`src/rtl/pc_sequencer.sv`:
```
// pc_sequencer: fetch PC generator with prioritized redirects, halt control and misaligned-target trapping
module pc_sequencer #(
    parameter int                ADDR_W     = 64,
    parameter logic [ADDR_W-1:0] START_ADDR = 64'h80000000,
    parameter int                INST_BYTES = 4,
    parameter int                NUM_REDIR  = 4,
    parameter int                EPOCH_W    = 3,
    parameter int                CNT_W      = 32
) (
    input  logic                        clk,
    input  logic                        reset,
    input  logic [NUM_REDIR-1:0]        redir_valid,
    input  logic [NUM_REDIR*ADDR_W-1:0] redir_addr,
    input  logic                        halt_req,
    input  logic                        out_ready,
    output logic                        out_valid,
    output logic [ADDR_W-1:0]           out_pc,
    output logic [EPOCH_W-1:0]          epoch,
    output logic                        misalign,
    output logic [ADDR_W-1:0]           bad_addr,
    output logic [CNT_W-1:0]            fetch_cnt
);
    typedef enum logic [1:0] {BOOT, RUN, HALT, ERR} state_t;

    localparam logic [ADDR_W-1:0] ALIGN_MASK = ADDR_W'(INST_BYTES - 1);
    localparam logic [ADDR_W-1:0] PC_INC     = ADDR_W'(INST_BYTES);

    state_t              r_state;
    state_t              w_next;
    logic                r_valid;
    logic                r_mis;
    logic [ADDR_W-1:0]   r_pc;
    logic [ADDR_W-1:0]   r_bad;
    logic [EPOCH_W-1:0]  r_epoch;
    logic [CNT_W-1:0]    r_cnt;
    logic [ADDR_W-1:0]   w_target;
    logic                w_sel;
    logic                w_taken;
    logic                w_mis;
    logic                w_hs;

    // lowest-index requesting source wins, so scan from the top and let lower indices overwrite
    always_comb begin
        w_target = '0;
        for (int i = NUM_REDIR - 1; i >= 0; i--)
            if (redir_valid[i]) w_target = redir_addr[i*ADDR_W +: ADDR_W];
    end

    assign w_sel   = |redir_valid && r_state != BOOT;
    assign w_taken = w_sel && (w_target & ALIGN_MASK) == '0;
    assign w_mis   = w_sel && !w_taken;
    assign w_hs    = r_valid && out_ready;

    // next state; a misaligned target traps from any post-boot state
    always_comb begin
        w_next = r_state;
        case (r_state)
            BOOT:    w_next = halt_req ? HALT : RUN;
            RUN:     w_next = w_mis ? ERR : (halt_req && (w_hs || w_taken)) ? HALT : RUN;
            HALT:    w_next = w_mis ? ERR : halt_req ? HALT : RUN;
            ERR:     w_next = w_taken ? (halt_req ? HALT : RUN) : ERR;
            default: w_next = BOOT;
        endcase
    end

    // state and registered outputs; a taken redirect beats the sequential step but a coincident handshake still counts
    always_ff @(posedge clk) begin
        if (reset) begin
            r_state <= BOOT;
            r_valid <= 1'b0;
            r_pc    <= START_ADDR;
            r_epoch <= '0;
            r_mis   <= 1'b0;
            r_bad   <= '0;
            r_cnt   <= '0;
        end else begin
            r_state <= w_next;
            r_valid <= w_next == RUN;
            r_pc    <= w_taken ? w_target : w_hs ? r_pc + PC_INC : r_pc;
            r_epoch <= r_epoch + EPOCH_W'(w_taken);
            r_mis   <= w_mis;
            r_bad   <= w_mis ? w_target : r_bad;
            r_cnt   <= r_cnt + CNT_W'(w_hs);
        end
    end

    assign out_valid = r_valid;
    assign out_pc    = r_pc;
    assign epoch     = r_epoch;
    assign misalign  = r_mis;
    assign bad_addr  = r_bad;
    assign fetch_cnt = r_cnt;
endmodule

```
`config.mk`:
```
export PLATFORM = sky130hd
export DESIGN_NAME = pc_sequencer
export DESIGN_NICKNAME = d
export VERILOG_FILES = /design/src/rtl/pc_sequencer.sv
export SDC_FILE = /design/constraint.sdc
export NUM_CORES = 1
export LEC_CHECK = 0
export BUFFER_PORTS_ARGS = -buffer_cell sky130_fd_sc_hd__buf_2
export CAP_MARGIN = 15
export CELL_PAD_IN_SITES_DETAIL_PLACEMENT = 0
export CELL_PAD_IN_SITES_GLOBAL_PLACEMENT = 1
export CORE_MARGIN = 8
export CORE_UTILIZATION = 25
export CTS_CLUSTER_DIAMETER = 30
export DETAILED_ROUTE_END_ITERATION = 10
export GPL_TIMING_DRIVEN = 0
export PLACE_DENSITY = 0.68
export SLEW_MARGIN = 10
export SYNTH_ARGS = -nofsm -noshare
export SYNTH_HDL_FRONTEND = slang
export SYNTH_SLANG_ARGS = --single-unit
```
`constraint.sdc`:
```
create_clock -name clk -period 4.6 [get_ports clk]
set_input_delay 0.46 -clock clk [delete_from_list [all_inputs] [get_ports clk]]
set_output_delay 0.46 -clock clk [all_outputs]
set_load 0.02 [all_outputs]
```
# Word-level counts from Yosys, hierarchy flattened
# Cells that the tools add are included.
# word_totals
romBits	0
word_cells	38
in_bits	264
register_bits	167
mem_count	0
latchBits	0
ram_bits	0
# op_classes
multipliers	0
magnitude_cmp	0
n_bitwise	0
muxes	12
eq_ne	4
addsub	3
n_shift	0
div	0
n_reduce_logical	12
# ops
cell	n
64-bit 2-to-1 mux	6
64-bit by 3-bit adder with 64-bit output (second input constant)	1
64-bit logical NOT	1
32-bit by 1-bit adder with 32-bit output	1
2-bit 2-to-1 mux	5
2-bit case mux with 4 select lines	1
1-bit logical AND	5
2-bit by 1-bit equality test with 1-bit output (second input constant)	2
2-bit equality test (second input constant)	2
2-bit nonzero test	2
4-bit OR reduction	1
3-bit by 1-bit adder with 3-bit output	1
2-bit logical NOT	1
1-bit logical NOT	1
1-bit logical OR	1

# Logic depth before layout (Yosys ltp)
# depth
depth_word	12
depth_mapped	11
depth_no_buf	9

# Least setup slack after synthesis
# No wires, ideal clock.
# synth_path
kind	flip-flop to flip-flop
start	reg r_valid (netlist: out_valid)
end	reg r_cnt[31] (netlist: fetch_cnt[31])
stages_incl_launch_ff	9
n_path_buf	0
arrival_ps	2374
slack_ps	2106
synth_period_minus_slack_ps	2494
required_ps	4479
cell_sequence	dfxtp_1 -> nand2_1 -> inv_1 -> ha_1 -> nand3_1 -> nor4_1 -> nand2_1 -> nor3_1 -> mux2_2
# synth_via
elab_chain_len	2
# synth_lines
element	line_no	source
start, declared	30	logic r_valid;
start signal, assigned	70	r_valid <= 1'b0;
start signal, assigned	78	r_valid <= w_next == RUN;
1-bit logical AND	52	assign w_hs = r_valid && out_ready;
32-bit by 1-bit adder with 32-bit output	83	r_cnt <= r_cnt + CNT_W'(w_hs);
end signal, assigned	83	
end, declared	35	logic [CNT_W-1:0] r_cnt;
# No other way between the ends.
# A chain may end at the register's enable or synchronous reset.

# Worst setup path in the final report
# layout_path
start	in redir_valid[0]
end	reg r_bad[59] (netlist: bad_addr[59])
# layout_via
elab_chain_len	5
# layout_lines
element	line_no	source
start, declared	12	input logic [NUM_REDIR-1:0] redir_valid,
64-bit 2-to-1 mux / 4-bit OR reduction (equally long branches)	46, 49	
64-bit logical NOT / 1-bit logical AND (equally long branches)	50, 49	
1-bit logical AND	50	assign w_taken = w_sel && (w_target & ALIGN_MASK) == '0;
1-bit logical NOT	51	assign w_mis = w_sel && !w_taken;
1-bit logical AND	51	
end signal, assigned	82	r_bad <= w_mis ? w_target : r_bad;
end, declared	33	logic [ADDR_W-1:0] r_bad;
# Parallel ways exist; a longest one is shown, timed or not.

==> results.yml <==
floorplan:
  dieArea_sq_mm: 0.0452
  die_y_um: 213
  std_cell_rows: 72
  core_sq_mm: 0.0384
  die_w_um: 213
  start_util: 0.252
  ios: 429
synthesis:
  synthMostInstantiatedCell: "nor3_1"
  syn_area_sq_mm: 0.00967
  ys_ff_latch: 167
  synth_cell_type_count: 47
  seq_area_frac_synth: 0.346
  avgSynthCellArea_sq_um: 7.75
  synth-main-ff-cell: "dfxtp_1"
  synth_edf_count: 0
  syn_nets: 1516
  ys_top_cells_by_area: "dfxtp_1 (35%), nor3_1 (9.1%), o31ai_1 (7.5%)"
  yosys.area.top_type: "dfxtp_1"
  yosys_warnings: 0
  synthArstFlopShare: 0
  syn-instance-count: 1247
  synth_top_area_share: 0.346
  synthTopCellsByCount: "nor3_1 (175), dfxtp_1 (167), clkbuf_1 (113)"
timing:
  fin_crit_sh: 0.830
  fin_crit_ps: 3820
  tightest_slew_ps: 1140
  max_freq_ghz: 0.262
  fin_skew_ps: 11.5
  finalMaxSlewViolations: 0
  rsz0062_at_grt: "no"
  hold_viol_final: 0
  timing.max_slew.rel_slack: 0.241
  setup_viol: 0
  tns_ps: 0
finish:
  multi_input_area_sq_mm: 0.00581
  syn_to_final_growth_pct: 35.7
  ff_latch_area_sq_mm: 0.00334
  final_area_sq_mm: 0.0131
  drive_gt1_frac: 0.275
  fillers: 4252
  final_util: 0.342
  final_net_count: 1967
power:
  design_power_total_w: 0.00456
  ir_worst_vdd_mv: 0.197
  leakagePower_nw: 5.17
  powerDensity_mw_per_mm2: 348
setup_path:
  path_buf_inv: 4
  crit_chain: "buf_2 -> clkbuf_1 -> mux2i_1 -> o22ai_1 -> clkbuf_1 -> clkbuf_1 -> a21oi_1 -> nor3_1"
  worst-setup-path-type: "input pin to flip-flop"
  crit_top_cell: "clkbuf_1"
  cp_top_family: "buffers and inverters"
  critPathMaxFanout: 10
  end_kind: "flip-flop"
  worstPathRequired_ps: 4960
  cp_slowest_stage_delay_ps: 890
  slowest_stage: "o22ai_1"
  cp.arrival_ps: 4180
  start_kind: "input pin"
global_route:
  antenna_found_initial: 3
  grt_overflow: 0
  grt_pass1_vias: 11800
  grt.total_usage: 0.226
  grt_pass1_wl_mm: 76.2
  grt_max_degree: 17
placed_design:
  place_hpwl_mm: 42.6
  placed_area_sq_mm: 0.0125
  gp_congestion: 0.850
  io_buffers: 428
cts:
  clk_pin_slew_worst_paths_ps: 70
  cts-root-buf: "clkbuf_16"
  htreeDepth: 4
  cts_tree: "yes"
  cts_buffers: 17
  cts_resized: 0
  clk_latency_ps: 450
  cts_buffer_depth: 2
  hold_buffers: 0
  clock-sinks: 167
  post_cts_buffers: 0
route:
  drt-pass1-iter-count: 5
  avgRoutedWirePerCell_um: 23.8
  vias: 11800
  wirelength_mm: 53.1
  antenna_left: 0
  vias_per_cell: 5.30
  route.detailed.drc: 0
  first_iter_violations: 890
run:
  cap_violations: 0
hold_path:
  min_path_type: "input pin to flip-flop"
run_status:
  status: "finished clean"
[cells by family after synthesis]
logic type | count (synthesis) | synth area share
AND/OR/NAND/NOR | 548 | 0.298
AO/OA/AOI/OAI | 317 | 0.230
flip-flops | 167 | 0.346
buffers and inverters | 138 | 0.0538
XOR/XNOR | 69 | 0.0625
adder cells (fa/ha/maj) | 5 | 0.00647
multiplexers | 3 | 0.00323
[report_power, final]
part / internal (W) / switching [W]
clock: 0.000848 / 0.000643
sequential: 0.00160 / 0.000137
combinational: 0.000444 / 0.000890
[worst reg2reg max path, stage by stage (launching register included)]
cell and delay [ps]:
dfxtp_1 400, ha_1 220, nand4_1 140, nor3_1 690
nand3_1 530, or4_1 610, a311oi_1 250
[cell usage in the layout (no fill, tap or decap), types with 47 or more instances in the layout]
cell type / synthesis / final
nand2_1: 102 / 102
buf_2: 2 / 430
clkbuf_1: 113 / 116
xnor2_1: 51 / 51
o31ai_1: 97 / 97
nor3_1: 175 / 175
a21oi_1: 92 / 92
nor2b_1: 68 / 68
nor2_1: 47 / 47
dfxtp_1: 167 / 167
a221oi_1: 65 / 65
[state kept, by name, indices dropped and copies added (netlist names)]
signal	flops
bad_addr	64
epoch	3
fetch_cnt	32
misalign	1
out_pc	64
out_valid	1
r_state	2
[area by class of cell]
| type | count | area share |
|---|---|---|
| multi-input cells | 942 | 0.443 |
| well taps | 518 | 0.0494 |
| plain buffers | 122 | 0.0351 |
| flip-flops and latches | 167 | 0.255 |
| diodes | 1 | 0.000191 |
| inverters | 16 | 0.00458 |
| repair buffers | 432 | 0.168 |
| clock inverters | 9 | 0.00887 |
| clock buffers | 23 | 0.0364 |
[per-layer routing]
layer / up-vias / GRT usage / part of all wire
met4: 4 / 0.0569 / 0.017
met5: - / 0 / 0.00043
met3: 46 / 0.0615 / 0.077
met1: 5684 / 0.288 / 0.43
li1: 5609 / - / -
met2: 479 / 0.374 / 0.47
[per-stage QoR]
stage                     setup WS [ps]  hold slack (ps)  cells
after floorplan                    2110              525   1247
after CTS                           487              276   2227
final                               782              302   2230
after global routing                557              297   2229
after detailed placement           5.95              471   2195
after global placement             3.02              467   2193
[path summary, 6_finish.rpt]
path,end,start,slack [ps],depth (start not counted)
hold / removal,r_state[0],halt_req,300,2
setup reg to reg,out_pc[60],out_pc[2],1680,6
setup / recovery,bad_addr[59],redir_valid[0],780,8
hold reg to reg,out_pc[0],out_pc[0],480,1
Note: power is estimated with default switching activity, not from simulation.
